## config.mk

```make
export PLATFORM = sky130hd
export DESIGN_NAME = trigger_batcher
export DESIGN_NICKNAME = d
export VERILOG_FILES = /design/src/rtl/trigger_pkg.sv /design/src/rtl/popcount_tree.sv /design/src/rtl/trigger_batcher.sv
export SDC_FILE = /design/constraint.sdc
export NUM_CORES = 1
export LEC_CHECK = 0
export ABC_AREA = 1
export ABC_CLOCK_PERIOD_IN_PS = 7500
export CORE_MARGIN = 1
export CORE_UTILIZATION = 35
export DETAILED_ROUTE_END_ITERATION = 16
export HOLD_SLACK_MARGIN = 0.02
export PLACE_DENSITY = 0.63
export SLEW_MARGIN = 25
export SYNTH_ARGS = -nofsm -noshare
export SYNTH_HDL_FRONTEND = slang
export SYNTH_HIERARCHICAL = 1
export SYNTH_SLANG_ARGS = --single-unit
```

## constraint.sdc

```tcl
create_clock -name clk -period 7.5 [get_ports clk]
set_input_delay 0.75 -clock clk [delete_from_list [all_inputs] [get_ports clk]]
set_output_delay 0.75 -clock clk [all_outputs]
set_load 0.03 [all_outputs]
```

## src/rtl/trigger_pkg.sv

```systemverilog
// Shared types and helpers for the trigger batcher and its popcount tree.
package trigger_pkg;

  typedef enum logic [1:0] {
    IDLE   = 2'd0,
    ACTIVE = 2'd1,
    FULL   = 2'd2
  } trigger_state_e;

  // Widest source vector the popcount helper accepts; callers zero-extend.
  localparam int unsigned POP_MAX = 64;

  // Width needed to hold a count of 0..n triggers.
  function automatic int unsigned inc_width(input int unsigned n);
    return $clog2(n + 1);
  endfunction

  // Number of set bits in a (zero-extended) source vector.
  function automatic int unsigned popcount(input logic [POP_MAX-1:0] bits);
    int unsigned c;
    c = 0;
    for (int i = 0; i < POP_MAX; i++) begin
      c += int'(bits[i]);
    end
    return c;
  endfunction

endpackage

```

## src/rtl/popcount_tree.sv

```systemverilog
// Purely combinational count of asserted source requests.
module popcount_tree
  import trigger_pkg::*;
#(
  parameter int N_SRC = 4,
  localparam int CW = inc_width(N_SRC)
) (
  input  logic [N_SRC-1:0] bits,
  output logic [CW-1:0]    count
);

  // Zero-extend into the helper's fixed width and narrow the result back down.
  always_comb begin
    count = CW'(popcount(POP_MAX'(bits)));
  end

endmodule

```

## src/rtl/trigger_batcher.sv

```systemverilog
// Collects per-source trigger requests into a backlog and hands them
// downstream as a clamped delta whenever the receiver is ready.
module trigger_batcher
  import trigger_pkg::*;
#(
  parameter int N_SRC         = 4,
  parameter int WIDTH         = 8,
  parameter int BACKLOG_WIDTH = 8
) (
  input  logic                     clk,
  input  logic                     rst_n,
  input  logic [N_SRC-1:0]         src_valid,
  output logic                     src_ready,
  output logic [WIDTH-1:0]         delta,
  input  logic                     delta_ready,
  output logic [BACKLOG_WIDTH-1:0] backlog
);

  localparam int IW     = inc_width(N_SRC);
  localparam int BMAX   = (2 ** BACKLOG_WIDTH) - 1;
  localparam int WMAX   = (2 ** WIDTH) - 1;
  localparam int DMAX   = (WMAX < BMAX) ? WMAX : BMAX;
  localparam int THRESH = BMAX - N_SRC;

  localparam logic [BACKLOG_WIDTH-1:0] THRESH_V = BACKLOG_WIDTH'(THRESH);
  localparam logic [BACKLOG_WIDTH-1:0] DMAX_V   = BACKLOG_WIDTH'(DMAX);

  trigger_state_e             state_q;
  trigger_state_e             state_d;
  logic [BACKLOG_WIDTH-1:0]   backlog_q;
  logic [BACKLOG_WIDTH:0]     backlog_next;
  logic [BACKLOG_WIDTH-1:0]   emit;
  logic [IW-1:0]              pop;
  logic [IW-1:0]              inc;

  popcount_tree #(
    .N_SRC (N_SRC)
  ) u_popcount (
    .bits  (src_valid),
    .count (pop)
  );

  assign backlog = backlog_q;

  // Register-driven outputs and the combined accept/emit backlog update.
  always_comb begin
    src_ready = (backlog_q <= THRESH_V);
    inc       = src_ready ? pop : '0;
    emit      = '0;
    if (delta_ready && (state_q != IDLE)) begin
      emit = (backlog_q > DMAX_V) ? DMAX_V : backlog_q;
    end
    delta        = WIDTH'(emit);
    backlog_next = {1'b0, backlog_q} - {1'b0, emit} + (BACKLOG_WIDTH + 1)'(inc);
  end

  // Next-state selection; the state always tracks where the backlog lands.
  always_comb begin
    state_d = state_q;
    case (state_q)
      IDLE: begin
        if (inc != '0) state_d = ACTIVE;
      end
      ACTIVE: begin
        if (backlog_next == '0)                         state_d = IDLE;
        else if (backlog_next > {1'b0, THRESH_V})       state_d = FULL;
      end
      FULL: begin
        if (backlog_next == '0)                         state_d = IDLE;
        else if (backlog_next <= {1'b0, THRESH_V})      state_d = ACTIVE;
      end
      default: state_d = IDLE;
    endcase
  end

  // State and backlog registers; reset discards any pending triggers.
  always_ff @(posedge clk or negedge rst_n) begin
    if (!rst_n) begin
      state_q   <= IDLE;
      backlog_q <= '0;
    end else begin
      state_q   <= state_d;
      backlog_q <= backlog_next[BACKLOG_WIDTH-1:0];
    end
  end

  a_no_overflow: assert property (@(posedge clk) disable iff (!rst_n)
    !backlog_next[BACKLOG_WIDTH]);

  a_state_consistent: assert property (@(posedge clk) disable iff (!rst_n)
    ((state_q == IDLE) == (backlog_q == '0)) &&
    ((state_q == FULL) == (backlog_q > THRESH_V)));

  a_delta_gated: assert property (@(posedge clk) disable iff (!rst_n)
    !delta_ready |-> (delta == '0));

endmodule

```

==> flow_metrics.tcl <==
set metrics [dict create \
    clockBufferDepth 2 \
    fp-row-count 20 \
    drive_above_1_share_pct 8.955 \
    tns_ns 0 \
    vias_per_cell 4.331 \
    cap_violations 0 \
    avgSynthCellArea_um2 6.348 \
    dieArea_um2 3422 \
    worstSetupStartpointType "primary input" \
    tightestPinTransition_ns 0.5009 \
    clk_pin_slew_worst_paths_ns 0.06 \
    vias 1061 \
    drtIter0Drc 22 \
    ant_nets 0 \
    cts_buffers 3 \
    syn_nets 198 \
    antenna_found_initial 0 \
    root_buffer "clkbuf_4" \
    gp_congestion 0.7928 \
    finClkSkew_ns 0.007948 \
    grt_pass1_wl_um 3850 \
    areaGrowthSynthToFinish_pct 27.21 \
    setup_viol 0 \
    crit_required_ns 7.65 \
    wirelength_um 2360 \
    first_pass_iters 8 \
    ys_seq_elements 10 \
    start_util_pct 36.60 \
    overflow 0 \
    diodes 0 \
    n_fill_cell 329 \
    max_clock_freq_mhz 243.6 \
    track_usage_pct 14.68 \
    post_cts_buffers 0 \
    syn_area_um2 1117 \
    hold_viol 0 \
    critPathCaptureType "flip-flop" \
    min_path_type "flip-flop to flip-flop" \
    rsz0062_at_grt "no" \
    layout.nets 225 \
    die_h_um 58.50 \
    synth_cells 176 \
    multiInputGateArea_um2 694.4 \
    core_area_um2 3053 \
    status "completed" \
    grt_pass1_vias 897 \
    synthDistinctLibCells 21 \
    worstPathMaxFanout 2 \
    ctsResizeCount 0 \
    dp.final_hpwl_um 1990 \
    ys_seq_area_share_pct 22.40 \
    wire_per_inst_um 9.633 \
    drcViolationCount 0 \
    htree_num_levels 1 \
    ctsHoldBuffers 0 \
    period_needed_ns 4.105 \
    worst_skew_pair.late_latency_ns 0.26 \
    yosys_warnings 6 \
    placement.io_buffers 23 \
    slew_violations 0 \
    cts_tree "yes" \
    seqCellArea_um2 250.2 \
    grt_max_degree 13 \
    ioPinCount 24 \
    cts_sinks 10 \
    fin_crit_sh_pct 54.74 \
    crit_arrival_ns 4.25 \
    die_width_um 58.50 \
    slew_headroom_pct 66.60 \
    critPathKind "primary input to flip-flop" \
]
==> final timing paths <==
| check | from | depth (start not counted) | to | slack (ns) |
|---|---|---|---|---|
| setup / recovery | src_valid[0] | 18 | state_q[0] | 3.39 |
| hold / removal | backlog[0] | 1 | backlog[0] | 0.57 |
| setup reg to reg | state_q[1] | 15 | state_q[0] | 4.46 |
| hold reg to reg | backlog[0] | 1 | backlog[0] | 0.57 |
| max in group asynchronous | rst_n | 1 | state_q[1] | 6.36 |
| min in group asynchronous | rst_n | 1 | backlog[4] | 0.81 |
==> metrics by stage <==
step	util (%)	instances	hold WS, ns	setup slack, ns	cell area (um2)
CTS	46.56	245	0.5825	3.404	1421
floorplan	-	176	0.4544	3.749	1117
global route	46.56	245	0.6071	3.155	1421
global placement	45.82	242	0.5616	3.181	1399
detailed placement	45.82	242	0.5752	3.117	1399
finish	46.56	245	0.5744	3.395	1421
==> kinds of logic after synthesis <==
group	count (synthesis)	synth area share, %
AO/OA/AOI/OAI	5	2.911
flip-flops	10	22.40
AND/OR/NAND/NOR	100	41.10
adder cells (fa/ha/maj)	15	18.14
buffers and inverters	46	15.45
==> routing by layer <==
layer / GRT usage, % / wire, um
met5: 0 / 0
met4: 2.041 / 21
met3: 3.956 / 68
met2: 23.48 / 1054
met1: 20.38 / 1215
==> registers in the layout, summed over array words and instances (netlist names) <==
register,flops
backlog,8
state_q,2
==> cell usage in the layout, fill, tap and decap left out, types with 2 or more instances in the layout <==
cell type / synthesis / layout
nor2_1: 21 / 21
nand2_2: 5 / 5
ha_1: 13 / 13
nand3b_1: 4 / 4
a21oi_1: 3 / 3
inv_1: 45 / 45
clkdlybuf4s50_1: 0 / 23
dfrtp_1: 10 / 10
nand4_1: 2 / 2
nand3_1: 10 / 10
nor2_2: 3 / 3
clkbuf_4: 0 / 3
nand2_1: 48 / 48
nand3_2: 2 / 2
fa_1: 2 / 2
==> worst max-delay path, cell delays in order <==
cell and delay (ns):
clkdlybuf4s50_1 0.46, inv_1 0.05, fa_1 0.53, inv_1 0.04, ha_1 0.17, ha_1 0.26, and2_1 0.18, ha_1 0.35
fa_1 0.50, or2_2 0.30, nor2_1 0.10, nand3_1 0.08, nor2_1 0.10, nand3_1 0.09, nor2_2 0.12, nand2_1 0.06
nand2_1 0.07, a21oi_2 0.05
==> cells in the mapped netlist (all sizes together) <==
cell | count | area share, %
ha | 13 | 15
or2 | 2 | 1.3
nand2 | 54 | 20
nand4 | 2 | 1.1
nor3 | 1 | 0.45
clkbuf | 1 | 0.34
nand3 | 12 | 6.3
a21oi | 4 | 2.1
o21ai | 1 | 0.78
fa | 2 | 3.6
and2 | 1 | 0.56
dfrtp | 10 | 22
inv | 45 | 15
nand3b | 4 | 2.7
nor2 | 24 | 8.7
==> area by class of cell <==
| class | count | share of cell area [%] |
|---|---|---|
| Multi-Input combinational cell | 120 | 48.86 |
| Sequential cell | 10 | 17.61 |
| Timing Repair Buffer | 23 | 16.20 |
| Inverter | 45 | 11.88 |
| Tap cell | 44 | 3.873 |
| Clock buffer | 3 | 1.585 |
Power is left out: the tool's default activity adds up to more than one toggle a clock period on the data nets, which glitch-free logic cannot reach.
